<file path="src/rtl/sc_pkg.sv">
// Shared types and constants for the stochastic multiplier: FSM encoding,
// LFSR geometry (31-bit Fibonacci, taps 30/27) and default seeds.
package sc_pkg;

   localparam int LFSR_W = 31;
   localparam int TAP_HI = 30;
   localparam int TAP_LO = 27;

   localparam logic [LFSR_W-1:0] SEED_A_DEF = 31'd1;
   localparam logic [LFSR_W-1:0] SEED_B_DEF = 31'd2;

   typedef enum logic [1:0] {
      ST_IDLE = 2'd0,
      ST_RUN  = 2'd1,
      ST_DONE = 2'd2
   } sc_state_e;

   // An all-zero LFSR never leaves zero, so a zero seed is forced to 1.
   function automatic logic [LFSR_W-1:0] fix_seed(input logic [LFSR_W-1:0] s);
      return (s == '0) ? LFSR_W'(1) : s;
   endfunction

endpackage

</file>
<file path="src/rtl/sc_lfsr31.sv">
// 31-bit Fibonacci LFSR (bit30 ^ bit27 into bit0); load beats advance.
// Only the low OUT_W bits leave the block since that is all the comparators use.
module sc_lfsr31
   import sc_pkg::*;
#(
   parameter logic [LFSR_W-1:0] RST_SEED = SEED_A_DEF,
   parameter int                OUT_W    = 4
) (
   input  logic              clk,
   input  logic              rst_n,
   input  logic              adv,
   input  logic              load,
   input  logic [LFSR_W-1:0] seed,
   output logic [OUT_W-1:0]  rnd
);

   logic [LFSR_W-1:0] lfsr_q;
   logic [LFSR_W-1:0] lfsr_d;

   always_comb begin
      lfsr_d = lfsr_q;
      if (load) begin
         lfsr_d = seed;
      end else if (adv) begin
         lfsr_d = {lfsr_q[LFSR_W-2:0], lfsr_q[TAP_HI] ^ lfsr_q[TAP_LO]};
      end
   end

   always_ff @(posedge clk or negedge rst_n) begin
      if (!rst_n) begin
         lfsr_q <= RST_SEED;
      end else begin
         lfsr_q <= lfsr_d;
      end
   end

   assign rnd = lfsr_q[OUT_W-1:0];

endmodule

</file>
<file path="src/rtl/stoch_mult_win.sv">
// Windowed stochastic multiplier: AND (unipolar) or XNOR (bipolar) of two LFSR bitstreams,
// counting 1s over 2^WIN_LOG2 cycles. Define SC_LFSR_RESEED_EN to reseed both LFSRs on each start.
module stoch_mult_win
   import sc_pkg::*;
#(
   parameter int                N        = 4,
   parameter int                WIN_LOG2 = 3,
   parameter logic [LFSR_W-1:0] SEED_A   = SEED_A_DEF,
   parameter logic [LFSR_W-1:0] SEED_B   = SEED_B_DEF
) (
   input  logic              clk,
   input  logic              rst_n,
   input  logic              ena,
   input  logic              start,
   input  logic              mode,
   input  logic [N-1:0]      prob_a,
   input  logic [N-1:0]      prob_b,
   output logic              busy,
   output logic              sn_out,
   output logic [WIN_LOG2:0] result,
   output logic              result_valid,
   output logic [1:0]        dbg_state
);

   localparam int CW = WIN_LOG2 + 1;
   localparam logic [LFSR_W-1:0] SEED_A_FIX = fix_seed(SEED_A);
   localparam logic [LFSR_W-1:0] SEED_B_FIX = fix_seed(SEED_B);

   sc_state_e         state_q, state_d;
   logic [N-1:0]      prob_a_q, prob_a_d;
   logic [N-1:0]      prob_b_q, prob_b_d;
   logic              mode_q, mode_d;
   logic [WIN_LOG2-1:0] win_q, win_d;
   logic [CW-1:0]     cnt_q, cnt_d;
   logic              sn_q, sn_d;
   logic [CW-1:0]     res_q, res_d;
   logic              rv_q, rv_d;

   logic [N-1:0] rnd_a, rnd_b;
   logic         bit_a, bit_b, sn;
   logic         accept, adv, load;

   assign accept = ena && (state_q == ST_IDLE) && start;
   assign adv    = ena && (state_q == ST_RUN);
`ifdef SC_LFSR_RESEED_EN
   assign load   = accept;
`else
   assign load   = 1'b0;
`endif

   sc_lfsr31 #(.RST_SEED(SEED_A_FIX), .OUT_W(N)) u_lfsr_a (
      .clk(clk), .rst_n(rst_n), .adv(adv), .load(load), .seed(SEED_A_FIX), .rnd(rnd_a)
   );

   sc_lfsr31 #(.RST_SEED(SEED_B_FIX), .OUT_W(N)) u_lfsr_b (
      .clk(clk), .rst_n(rst_n), .adv(adv), .load(load), .seed(SEED_B_FIX), .rnd(rnd_b)
   );

   always_comb begin
      bit_a = (rnd_a < prob_a_q);
      bit_b = (rnd_b < prob_b_q);
      sn    = mode_q ? ~(bit_a ^ bit_b) : (bit_a & bit_b);

      state_d  = state_q;
      prob_a_d = prob_a_q;
      prob_b_d = prob_b_q;
      mode_d   = mode_q;
      win_d    = win_q;
      cnt_d    = cnt_q;
      res_d    = res_q;
      sn_d     = 1'b0;
      rv_d     = 1'b0;

      if (!ena) begin
         sn_d = sn_q;
         rv_d = rv_q;
      end else begin
         case (state_q)
            ST_IDLE: begin
               if (start) begin
                  prob_a_d = prob_a;
                  prob_b_d = prob_b;
                  mode_d   = mode;
                  win_d    = '0;
                  cnt_d    = '0;
                  state_d  = ST_RUN;
               end
            end
            ST_RUN: begin
               sn_d  = sn;
               cnt_d = cnt_q + CW'(sn);
               win_d = win_q + WIN_LOG2'(1);
               // Last window slot: the counter wraps back to zero on this edge.
               if (win_q == '1) begin
                  state_d = ST_DONE;
               end
            end
            ST_DONE: begin
               res_d   = cnt_q;
               rv_d    = 1'b1;
               state_d = ST_IDLE;
            end
            default: state_d = ST_IDLE;
         endcase
      end
   end

   always_ff @(posedge clk or negedge rst_n) begin
      if (!rst_n) begin
         state_q  <= ST_IDLE;
         prob_a_q <= '0;
         prob_b_q <= '0;
         mode_q   <= 1'b0;
         win_q    <= '0;
         cnt_q    <= '0;
         sn_q     <= 1'b0;
         res_q    <= '0;
         rv_q     <= 1'b0;
      end else begin
         state_q  <= state_d;
         prob_a_q <= prob_a_d;
         prob_b_q <= prob_b_d;
         mode_q   <= mode_d;
         win_q    <= win_d;
         cnt_q    <= cnt_d;
         sn_q     <= sn_d;
         res_q    <= res_d;
         rv_q     <= rv_d;
      end
   end

   assign busy         = (state_q != ST_IDLE);
   assign sn_out       = sn_q;
   assign result       = res_q;
   assign result_valid = rv_q;
   assign dbg_state    = state_q;

endmodule

</file>
<file path="config.mk">
export PLATFORM = sky130hd
export DESIGN_NAME = stoch_mult_win
export DESIGN_NICKNAME = d
export VERILOG_FILES = /design/src/rtl/sc_pkg.sv /design/src/rtl/sc_lfsr31.sv /design/src/rtl/stoch_mult_win.sv
export SDC_FILE = /design/constraint.sdc
export NUM_CORES = 1
export LEC_CHECK = 0
export BUFFER_PORTS_ARGS = -buffer_cell sky130_fd_sc_hd__buf_2
export CORE_UTILIZATION = 34
export DETAILED_ROUTE_END_ITERATION = 10
export PLACE_DENSITY = 0.52
export SETUP_SLACK_MARGIN = 0.15
export SLEW_MARGIN = 20
export SYNTH_ARGS = -nofsm -noshare
export SYNTH_HDL_FRONTEND = slang
export SYNTH_SLANG_ARGS = --single-unit
</file>
<file path="constraint.sdc">
create_clock -name clk -period 3.4 [get_ports clk]
set_input_delay 0.68 -clock clk [delete_from_list [all_inputs] [get_ports clk]]
set_output_delay 0.68 -clock clk [all_outputs]
set_load 0.01 [all_outputs]
</file>
==> results.yml <==
status:
  outcome: "completed"
final_layout:
  n_fill_cell: 1001
  final_design_area_no_fill_um2: 3920
  final_core_utilization_pct: 39.4
  most-common-layout-cells: "nand2_1, dfrtp_1, buf_2, ha_1"
  syn_to_final_growth_pct: 10.6
  design.final.nets: 406
  layout.cells.most_common: "nand2_1"
  final_layout_size_suffix_gt1_share_pct: 12.7
  num_antenna_cells: 0
place:
  place.port_buffers: 21
  detailed_place.area_um2: 3710
  place.gp.congestion: 0.723
  dp_hpwl_um: 3290
critical_path:
  timing.critical_path.to_type: "flip-flop"
  worst_path_max_delay_cell: "dfstp_2"
  critical_path_class: "reg2reg"
  cp-endpoint: "cnt_q[2]"
  worst_ep_required_ns: 3.62
  cpMostUsedCell: "ha_1"
  crit_arrival_ns: 2.51
  cp_slowest_stage_delay_ns: 0.55
  logic_depth_of_the_worst_register_to_register_path: 10
  cp_cell_sequence: "ha_1 > a21oi_1 > o21a_1 > ha_1 > a21oi_1 > ha_1 > ha_1 > nand4b_1 > xor2_1 > nor2_1"
  reg2reg_to: "cnt_q[2]"
  setup.worst_path.start_class: "flip-flop"
  reg2reg_from: "u_lfsr_b.lfsr_q[1]"
  setup.worst_path.start: "u_lfsr_b.lfsr_q[1]"
  path_max_fanout: 3
  regToRegSetupSlack_ns: 1.10
clock_tree:
  clk_path_buf_depth: 2
  clock_tree.htree_level_count: 3
  cts_post_setup_buffers_inserted: 0
  clock_tree_root_buffer_cell: "clkbuf_8"
  cts.sink_count: 86
  post_cts_resized: 0
  cts-hold-fix-buffers: 0
  cts_inserted_buffers: 9
  worst_skew_pair.late_latency_ns: 0.35
  clk_pin_slew_worst_paths_ns: 0.08
  cts_tree: "yes"
sta:
  setup_violations: 0
  clock_period_minus_final_worst_setup_slack_ns: 2.30
  tns_ns: 0
  timing.slew.headroom_pct: 48.1
  fin_crit_sh_pct: 67.5
  timing.fmax_ghz: 0.436
  unrepaired_setup_endpoints_after_global_routing: "no"
  final_max_slew_viol_count: 0
  finalClockSkew_ns: 0.00759
  hold_viol: 0
  worst_tran_pin_value_ns: 0.778
route:
  detailedRoute.firstPassIterationCount: 4
  antenna_violating_nets_post_route: 0
  wirelength_um: 5810
  routed-via-count: 2327
  detail_route.iter0.violations: 187
  drt-vias-per-instance: 4.48
  avgRoutedWirePerCell_um: 11.2
  drcViolationCount: 0
power:
  p_leak_nw: 2.13
  internal-power_mw: 1.78
  vdd_ir_drop_max_v: 0.000236
  pwr-share-clk_pct: 29.2
  power.share.combinational_pct: 23.3
  p_sw_mw: 0.798
  switching_part_of_the_total_pct: 31.0
  p_per_area_nw_per_um2: 658
  power_frac_seq_pct: 47.5
global_route:
  grt.total_usage_pct: 12.0
  grt_first_pass_wirelength_um: 10600
  grt.overflow.total: 0
  use_met1_pct: 16.7
  grt_start_max_net_pins: 87
  grt_antenna_before_repair: 0
  grtUsageMet3_pct: 4.14
  groute.layer.met2.usage_pct: 17.5
  grt_pass1_vias: 2242
  gr-max-usage-layer: "met2"
logic_synthesis:
  synth.distinct_cells: 30
  synth-seq-area-share_pct: 60.8
  post_synthesis_area_per_instance_um2: 9.67
  yosysWarnings: 0
  synth.cell_area_um2: 3540
  syn_inst: 366
  synth_fp_nets: 390
  synth_seq_cells: 86
floorplan:
  boundaryPins: 22
  floorplan.core_area_um2: 9950
  die_height_um: 104
  rows: 36
  die_area_um2: 10800
  initial_utilization_pct: 35.6
  chipWidth_um: 104
worst_hold_path:
  hold_path_class: "in2async"
flow_run:
  max-cap-violations: 0
[per-stage QoR]
step	instances	total power, mW	hold WS, ns	setup WS (ns)
3_3_place_gp	504	1.85	0.446	1.21
3_5_place_dp	504	1.86	0.450	1.10
2_1_floorplan	366	1.73	0.384	1.33
4_1_cts	519	2.63	0.471	1.08
5_1_grt	519	2.76	0.445	0.949
6_report	519	2.58	0.370	1.10
[final cells by class]
| type | instances | area (um2) | area share (%) |
|---|---|---|---|
| timing repair buffer | 23 | 126 | 3.23 |
| clock inverter | 4 | 72.6 | 1.85 |
| clock buffer | 11 | 131 | 3.35 |
| inverter | 9 | 33.8 | 0.862 |
| sequential | 86 | 2150 | 55.0 |
| tap | 133 | 166 | 4.25 |
| multi-input combinational | 253 | 1230 | 31.5 |
[kinds of logic after synthesis]
kind of cell | synth area share, %
xor+xnor | 0.990
flops | 60.8
mux | 2.83
fa+ha+maj | 3.89
buf+inv | 4.38
compound gates | 4.13
simple gates | 22.9
[registers in the layout, summed over array words and instances, names as in the netlist, 2 cells and up]
register         cells
u_lfsr_a.lfsr_q     31
u_lfsr_b.lfsr_q     31
cnt_q                4
prob_a_q             4
prob_b_q             4
result               4
win_q                3
dbg_state            2
[metal layers]
metal,wire length [um],part of all wire (%),up-vias
li1,-,-,1175
met1,3050,52,1108
met2,2480,43,34
met3,192,3.3,10
met4,89,1.5,0
met5,0,0,-
[worst min-delay path by stage]
stage / cells after the start / slack [ns] / end
2_1_floorplan: 0 / 0.38 / cnt_q[0]
4_1_cts: 2 / 0.47 / u_lfsr_a.lfsr_q[26]
3_3_place_gp: 2 / 0.45 / u_lfsr_b.lfsr_q[27]
3_5_place_dp: 2 / 0.45 / u_lfsr_a.lfsr_q[17]
5_1_grt: 1 / 0.44 / result[0]
6_report: 1 / 0.37 / u_lfsr_b.lfsr_q[22]
[worst max-delay path: cells and delay by family (launching register included)]
kind	cells	cell delay (ns)
flip-flops	1	0.55
XOR/XNOR	1	0.16
AO/OA/AOI/OAI	3	0.47
AND/OR/NAND/NOR	2	0.18
adder cells (fa/ha/maj)	4	0.82
[synth_stat cells, drive strengths merged]
library cell | n | area (um2)
o21a | 2 | 15.0
xnor2 | 2 | 17.5
nand4b | 1 | 8.76
or2 | 1 | 6.26
a22o | 5 | 43.8
dfstp | 2 | 52.6
xor2 | 2 | 17.5
o22ai | 1 | 6.26
o21ai | 10 | 50.0
mux2 | 8 | 90.1
nand3 | 3 | 15.0
and3b | 1 | 8.76
nand2b | 2 | 12.5
ha | 11 | 138
nor2b | 1 | 6.26
and4bb | 1 | 12.5
buf | 16 | 114
dfrtp | 84 | 2100
inv | 9 | 33.8
nor2 | 3 | 13.8
mux2i | 1 | 10.0
a21oi | 5 | 25.0
nand2 | 190 | 713
nand3b | 2 | 15.0
a31oi | 1 | 6.26
clkbuf | 2 | 7.51
[power by group through the flow]
stage / Clock, mW / Combinational, mW / Sequential (mW)
floorplan: 0 / 0.482 / 1.24
global placement: 0 / 0.600 / 1.25
detailed placement: 0 / 0.613 / 1.25
CTS: 0.785 / 0.616 / 1.23
global route: 0.818 / 0.695 / 1.25
finish: 0.752 / 0.600 / 1.22
No activity file was read; power rests on OpenSTA's default activity.
